## src/rtl/io_bus_responder.sv

```systemverilog
// Memory-mapped KEY/SW/HEX/LEDR/LEDG responder; reads are combinational and writes take effect at the next edge.
// Inputs see 2 sync cycles plus DEBOUNCE_CYCLES of stability; no backpressure (hit flags a decoded address).
module io_bus_responder #(
    parameter int               DBITS           = 32,
    parameter logic [DBITS-1:0] ADDR_HEX        = 32'hF0000000,
    parameter logic [DBITS-1:0] ADDR_LEDR       = 32'hF0000004,
    parameter logic [DBITS-1:0] ADDR_LEDG       = 32'hF0000008,
    parameter logic [DBITS-1:0] ADDR_KEY        = 32'hF0000010,
    parameter logic [DBITS-1:0] ADDR_SW         = 32'hF0000014,
    parameter int               DEBOUNCE_CYCLES = 250000,
    parameter int               DB_CNT_BITS     = 18
) (
    input  logic             CLOCK_50,
    input  logic             FPGA_RESET_N,
    input  logic [DBITS-1:0] addr,
    input  logic [DBITS-1:0] wrData,
    input  logic             we,
    input  logic             re,
    output logic [DBITS-1:0] rdData,
    output logic             hit,
    input  logic [3:0]       KEY,
    input  logic [9:0]       SW,
    output logic [9:0]       LEDR,
    output logic [7:0]       LEDG,
    output logic [6:0]       HEX0,
    output logic [6:0]       HEX1,
    output logic [6:0]       HEX2,
    output logic [6:0]       HEX3
);

    localparam logic [DB_CNT_BITS-1:0] DB_LAST = DB_CNT_BITS'(DEBOUNCE_CYCLES - 1);

    logic [15:0] hex_q, hex_d;
    logic [9:0]  ledr_q, ledr_d;
    logic [7:0]  ledg_q, ledg_d;

    logic [3:0]  key_s1_q, key_s1_d, key_s2_q, key_s2_d;
    logic [3:0]  key_db_q, key_db_d, key_stk_q, key_stk_d;
    logic [DB_CNT_BITS-1:0] key_cnt_q [4];
    logic [DB_CNT_BITS-1:0] key_cnt_d [4];
    logic [3:0]  key_rise, key_clr;

    logic [9:0]  sw_s1_q, sw_s1_d, sw_s2_q, sw_s2_d, sw_s3_q, sw_s3_d;
    logic [9:0]  sw_db_q, sw_db_d;
    logic        sw_chg_q, sw_chg_d, sw_set, sw_clr;
    logic [DB_CNT_BITS-1:0] sw_cnt_q, sw_cnt_d;

    logic sel_hex, sel_ledr, sel_ledg, sel_key, sel_sw;

    // re is part of the bus contract only; upper store bits are never used
    logic unused_bus;
    assign unused_bus = ^{re, wrData[DBITS-1:16]};

    assign sel_hex  = (addr == ADDR_HEX);
    assign sel_ledr = (addr == ADDR_LEDR);
    assign sel_ledg = (addr == ADDR_LEDG);
    assign sel_key  = (addr == ADDR_KEY);
    assign sel_sw   = (addr == ADDR_SW);

    function automatic logic [6:0] seg7(input logic [3:0] n);
        case (n)
            4'h0: seg7 = 7'b1000000;
            4'h1: seg7 = 7'b1111001;
            4'h2: seg7 = 7'b0100100;
            4'h3: seg7 = 7'b0110000;
            4'h4: seg7 = 7'b0011001;
            4'h5: seg7 = 7'b0010010;
            4'h6: seg7 = 7'b0000010;
            4'h7: seg7 = 7'b1111000;
            4'h8: seg7 = 7'b0000000;
            4'h9: seg7 = 7'b0010000;
            4'hA: seg7 = 7'b0001000;
            4'hB: seg7 = 7'b0000011;
            4'hC: seg7 = 7'b1000110;
            4'hD: seg7 = 7'b0100001;
            4'hE: seg7 = 7'b0000110;
            default: seg7 = 7'b0001110;
        endcase
    endfunction

    always_comb begin
        hex_d     = hex_q;
        ledr_d    = ledr_q;
        ledg_d    = ledg_q;
        key_s1_d  = ~KEY;
        key_s2_d  = key_s1_q;
        key_db_d  = key_db_q;
        key_cnt_d = key_cnt_q;
        sw_s1_d   = SW;
        sw_s2_d   = sw_s1_q;
        sw_s3_d   = sw_s2_q;
        sw_db_d   = sw_db_q;
        sw_cnt_d  = sw_cnt_q;
        sw_set    = 1'b0;

        if (we && sel_hex)  hex_d  = wrData[15:0];
        if (we && sel_ledr) ledr_d = wrData[9:0];
        if (we && sel_ledg) ledg_d = wrData[7:0];

        for (int i = 0; i < 4; i++) begin
            if (key_s2_q[i] != key_db_q[i]) begin
                if (key_cnt_q[i] == DB_LAST) begin
                    key_db_d[i]  = key_s2_q[i];
                    key_cnt_d[i] = '0;
                end else begin
                    key_cnt_d[i] = key_cnt_q[i] + 1'b1;
                end
            end else begin
                key_cnt_d[i] = '0;
            end
        end

        // a new pending switch pattern (sync differs from last cycle) restarts the count
        if (sw_s2_q != sw_db_q) begin
            if (sw_s2_q != sw_s3_q) begin
                sw_cnt_d = '0;
            end else if (sw_cnt_q == DB_LAST) begin
                sw_db_d  = sw_s2_q;
                sw_cnt_d = '0;
                sw_set   = 1'b1;
            end else begin
                sw_cnt_d = sw_cnt_q + 1'b1;
            end
        end else begin
            sw_cnt_d = '0;
        end

        key_rise  = key_db_d & ~key_db_q;
        key_clr   = (we && sel_key) ? wrData[7:4] : 4'b0;
        key_stk_d = (key_stk_q & ~key_clr) | key_rise;
        sw_clr    = we && sel_sw && wrData[10];
        sw_chg_d  = (sw_chg_q & ~sw_clr) | sw_set;
    end

    always_ff @(posedge CLOCK_50) begin
        if (FPGA_RESET_N) begin
            hex_q     <= '0;
            ledr_q    <= '0;
            ledg_q    <= '0;
            key_s1_q  <= '0;
            key_s2_q  <= '0;
            key_db_q  <= '0;
            key_stk_q <= '0;
            for (int i = 0; i < 4; i++) key_cnt_q[i] <= '0;
            sw_s1_q   <= '0;
            sw_s2_q   <= '0;
            sw_s3_q   <= '0;
            sw_db_q   <= '0;
            sw_chg_q  <= 1'b0;
            sw_cnt_q  <= '0;
        end else begin
            hex_q     <= hex_d;
            ledr_q    <= ledr_d;
            ledg_q    <= ledg_d;
            key_s1_q  <= key_s1_d;
            key_s2_q  <= key_s2_d;
            key_db_q  <= key_db_d;
            key_stk_q <= key_stk_d;
            key_cnt_q <= key_cnt_d;
            sw_s1_q   <= sw_s1_d;
            sw_s2_q   <= sw_s2_d;
            sw_s3_q   <= sw_s3_d;
            sw_db_q   <= sw_db_d;
            sw_chg_q  <= sw_chg_d;
            sw_cnt_q  <= sw_cnt_d;
        end
    end

    always_comb begin
        rdData = '0;
        hit    = 1'b1;
        if (sel_hex)       rdData[15:0] = hex_q;
        else if (sel_ledr) rdData[9:0]  = ledr_q;
        else if (sel_ledg) rdData[7:0]  = ledg_q;
        else if (sel_key)  rdData[7:0]  = {key_stk_q, key_db_q};
        else if (sel_sw)   rdData[10:0] = {sw_chg_q, sw_db_q};
        else               hit          = 1'b0;
    end

    assign LEDR = ledr_q;
    assign LEDG = ledg_q;
    assign HEX0 = seg7(hex_q[3:0]);
    assign HEX1 = seg7(hex_q[7:4]);
    assign HEX2 = seg7(hex_q[11:8]);
    assign HEX3 = seg7(hex_q[15:12]);

endmodule

```

## config.mk

```make
export PLATFORM = sky130hd
export DESIGN_NAME = io_bus_responder
export DESIGN_NICKNAME = d
export VERILOG_FILES = /design/src/rtl/io_bus_responder.sv
export SDC_FILE = /design/constraint.sdc
export NUM_CORES = 1
export LEC_CHECK = 0
export CORE_AREA = 8 8 218 116
export CTS_CLUSTER_DIAMETER = 100
export CTS_CLUSTER_SIZE = 24
export DETAILED_ROUTE_END_ITERATION = 6
export DIE_AREA = 0 0 226 124
export GPL_ROUTABILITY_DRIVEN = 0
export PLACE_DENSITY = 0.68
export RECOVER_POWER = 50
export SETUP_SLACK_MARGIN = 0.4
export SLEW_MARGIN = 10
export SYNTH_ARGS = -nofsm -noshare
export SYNTH_HDL_FRONTEND = slang
export SYNTH_SLANG_ARGS = --single-unit
```

## constraint.sdc

```tcl
create_clock -name CLOCK_50 -period 4.6 [get_ports CLOCK_50]
set_input_delay 1.38 -clock CLOCK_50 [delete_from_list [all_inputs] [get_ports CLOCK_50]]
set_output_delay 1.38 -clock CLOCK_50 [all_outputs]
set_load 0.02 [all_outputs]
```

==> impl_metrics.ini <==
[clocking]
cts_tree = done
htreeDepth = 1
clockBufferDepth = 3
path_clk_slew_ps = 90
clock-sinks = 209
clock_latency_ps = 480
clock_tree.root_cell = clkbuf_16
cts_buffers = 12

[power_and_ir_drop]
p_int_mw = 2.41
pwr-share-comb = 0.052
seq_power_share = 0.591
total_power_mw = 3.10
switching_share = 0.225
power.leakage_nw = 4.75
vdd_ir_drop_max_v = 0.000164
p_switching_mw = 0.698
p_per_area_nw_per_um2 = 253
pwr-share-clk = 0.357

[sta]
setup_tns_ps = 0
slew_violations = 0
tightest_slew_ps = 1280
fmax_mhz = 219
worst_slack_ps = 24.0
final.setup_skew_ps = 24.7
hold_viol_final = 0
slew_headroom = 0.146
grt_setup_unrepaired = true
setup_viol = 0
fin_crit_sh = 0.995
finalCriticalPeriod_ps = 4580

[yosys]
ys_ff_latch = 209
synth_cell_type_count = 69
synthCells = 1066
synth_edf_count = 0
syn_area_um2 = 9780
avgSynthCellArea_um2 = 9.17
ys_seq_area_frac = 0.428
synth_ff_type = dfxtp_1
yosys_warnings = 0
synth-async-reset-ratio = 0

[floorplanning]
die_w_um = 226
die-area_um2 = 28000
die_h_um = 124
start_util = 0.440
num_io_pins = 161
rows = 39
core-area_um2 = 22200

[setup_path]
startpoint = addr[5]
reg2reg_slack_ps = 2150
crit_end = rdData[1]
crit_path_end_kind = output pin
crit_path_start_kind = input port
r2r_end = key_cnt_q[13]$_SDFF_PP0_
critPathMaxFanout = 8
crit_required_ps = 3220
critical_path_class = input port to output pin
r2r_cells = 6
rr_startpoint = key_cnt_q[0]$_SDFF_PP0_
crit_arrival_ps = 3200

[grt]
use_met3 = 0.0458
top_usage_layer = met1
grt_pass1_wl_mm = 41.6
grt_pass1_vias = 7665
grt_start_max_net_pins = 67
grt_use_met1 = 0.281
gr-usage-all-layers = 0.184
grt_remaining_overflow = 0
antenna_found_initial = 0
use_met2 = 0.258

[run_status]
status = finished, violations left
violations = DRC

[drt]
drc = 1
wirelength_mm = 26.8
drt-vias-per-instance = 5.26
drt-wirelength-per-cell_um = 17.3
dr.pass1.iters = 7
antenna_left = 0
vias = 8125
drtIter0Drc = 886

[placed_design]
preCtsSetupSlack_ps = -772
place_hpwl_mm = 19.7
port_buffers = 127

[job]
cap_violations = 0

[cells_and_area]
fill_cells = 2014
syn_to_final_growth_pct = 25.4
final_util = 0.552
drive_gt1_frac = 0.147
diodes = 0
nNetsFinal = 1350

[min_path]
hold_class = register to register
==> synth_stat cells (all sizes together), types with 4 or more instances <==
cell,number,area (um^2)
xor2,56,490
a32oi,6,52.6
a21oi,31,189
and3,13,81.3
nand2,66,248
nor4b,8,70.1
and4,11,96.3
and2,11,68.8
a222oi,9,90.1
xnor2,48,420
or3,7,48.8
nand2b,6,37.5
nor2,168,631
o2bb2ai,5,43.8
nand4,30,209
nand3b,11,82.6
o22ai,7,50.1
clkbuf,17,63.8
buf,44,273
ha,29,363
mux2i,40,400
nor3,13,76.3
a21o,10,75.1
o221a,4,45.0
nand3,44,233
inv,31,116
dfxtp,209,4180
a32o,9,90.1
nor3b,8,65.1
nor2b,37,231
o31ai,8,101
o21ai,15,75.1
nor4,25,226
==> final cells by class <==
type	count	area [um^2]	share of cell area
multi-input combinational	779	5380	0.439
sequential	209	4180	0.341
timing repair buffer	205	1860	0.151
tap	307	384	0.0313
clock buffer	13	325	0.0265
inverter	32	120	0.00980
clock inverter	1	8.76	0.000715
==> metrics by stage <==
step / std cells / hold WS, ps / area, um^2
6_report: 1546 / 436 / 12300
4_1_cts: 1543 / 439 / 12200
5_1_grt: 1546 / 459 / 12300
3_3_place_gp: 1513 / 423 / 11700
2_1_floorplan: 1081 / 413 / 9890
3_5_place_dp: 1513 / 422 / 11700
==> worst min path at each step <==
stage / from / to / slack (ps) / cells after the start
2_1_floorplan: key_cnt_q[54]$_SDFF_PP0_ / key_cnt_q[54]$_SDFF_PP0_ / 410 / 1
3_3_place_gp: sw_s1_q[6]$_SDFF_PP0_ / sw_s2_q[6]$_SDFF_PP0_ / 420 / 1
3_5_place_dp: sw_s1_q[0]$_SDFF_PP0_ / sw_s2_q[0]$_SDFF_PP0_ / 420 / 1
4_1_cts: sw_s1_q[6]$_SDFF_PP0_ / sw_s2_q[6]$_SDFF_PP0_ / 440 / 1
5_1_grt: sw_s1_q[6]$_SDFF_PP0_ / sw_s2_q[6]$_SDFF_PP0_ / 460 / 1
6_report: sw_s1_q[3]$_SDFF_PP0_ / sw_s2_q[3]$_SDFF_PP0_ / 440 / 1
==> power groups by stage <==
stage               Clock, mW  Combinational [mW]  Sequential (mW)
floorplan                   0              0.0830             1.87
global placement            0               0.162             1.88
detailed placement          0               0.163             1.88
CTS                      1.13               0.161             1.83
global route             1.20               0.175             1.84
finish                   1.11               0.163             1.83
==> cell usage in the layout, fill, tap and decap left out, types with 10 or more instances in the layout <==
cell             instances
a21o_1                  10
a21oi_1                 26
and3_1                  12
and4_1                  10
buf_2                   16
buf_4                   58
buf_6                   31
clkbuf_16               13
clkdlybuf4s50_1         77
conb_1                  16
dfxtp_1                209
ha_1                    29
inv_1                   30
mux2i_1                 40
nand2_1                 63
nand3_1                 43
nand3b_1                11
nand4_1                 28
nor2_1                 167
nor2b_1                 36
nor3_1                  10
nor4_1                  17
xnor2_1                 48
xor2_1                  56
==> state kept, by name (all words and copies together), names as in the netlist <==
| name | cells |
|---|---|
| sw_chg_q | 1 |
| hex_q | 16 |
| sw_db_q | 10 |
| sw_s1_q | 10 |
| key_s1_q | 4 |
| key_stk_q | 4 |
| HEX1 | 7 |
| LEDR | 10 |
| HEX2 | 7 |
| HEX3 | 7 |
| sw_cnt_q | 18 |
| key_s2_q | 4 |
| key_db_q | 4 |
| key_cnt_q | 72 |
| sw_s2_q | 10 |
| LEDG | 8 |
| sw_s3_q | 10 |
| HEX0 | 7 |
==> timing repair <==
action                     CTS  global route
setup buffers               13             3
setup endpoints to repair   18            17
gates cloned                 3             0
gates resized for setup    227            15
pin swaps                   38            16
hold buffers                 0             0
==> worst max-delay path, stage by stage <==
cell             delay, ps
clkdlybuf4s15_1        210
nor4_4                 220
nand4_4                250
buf_6                  200
nor4_4                 270
buf_6                  180
a222oi_1               130
o21ai_2                190
buf_6                  150
==> layer usage <==
metal  part of all wire  up-vias
met3              0.088       37
met5             0.0027        -
li1                   -     4014
met1               0.50     3795
met4              0.011        2
met2               0.40      277
==> cells by family (layout without fill, tap and decap cells) <==
kind of cell / Yosys count / count (layout) / synth area share
simple gates: 468 / 468 / 0.255
fa+ha+maj: 29 / 29 / 0.0371
other cells: 1 / 16 / 0.000384
xor+xnor: 104 / 104 / 0.0932
compound gates: 122 / 122 / 0.0984
flops: 209 / 209 / 0.428
buf+inv: 93 / 251 / 0.0467
mux: 40 / 40 / 0.0410
Note: power is estimated with default switching activity, not from simulation.
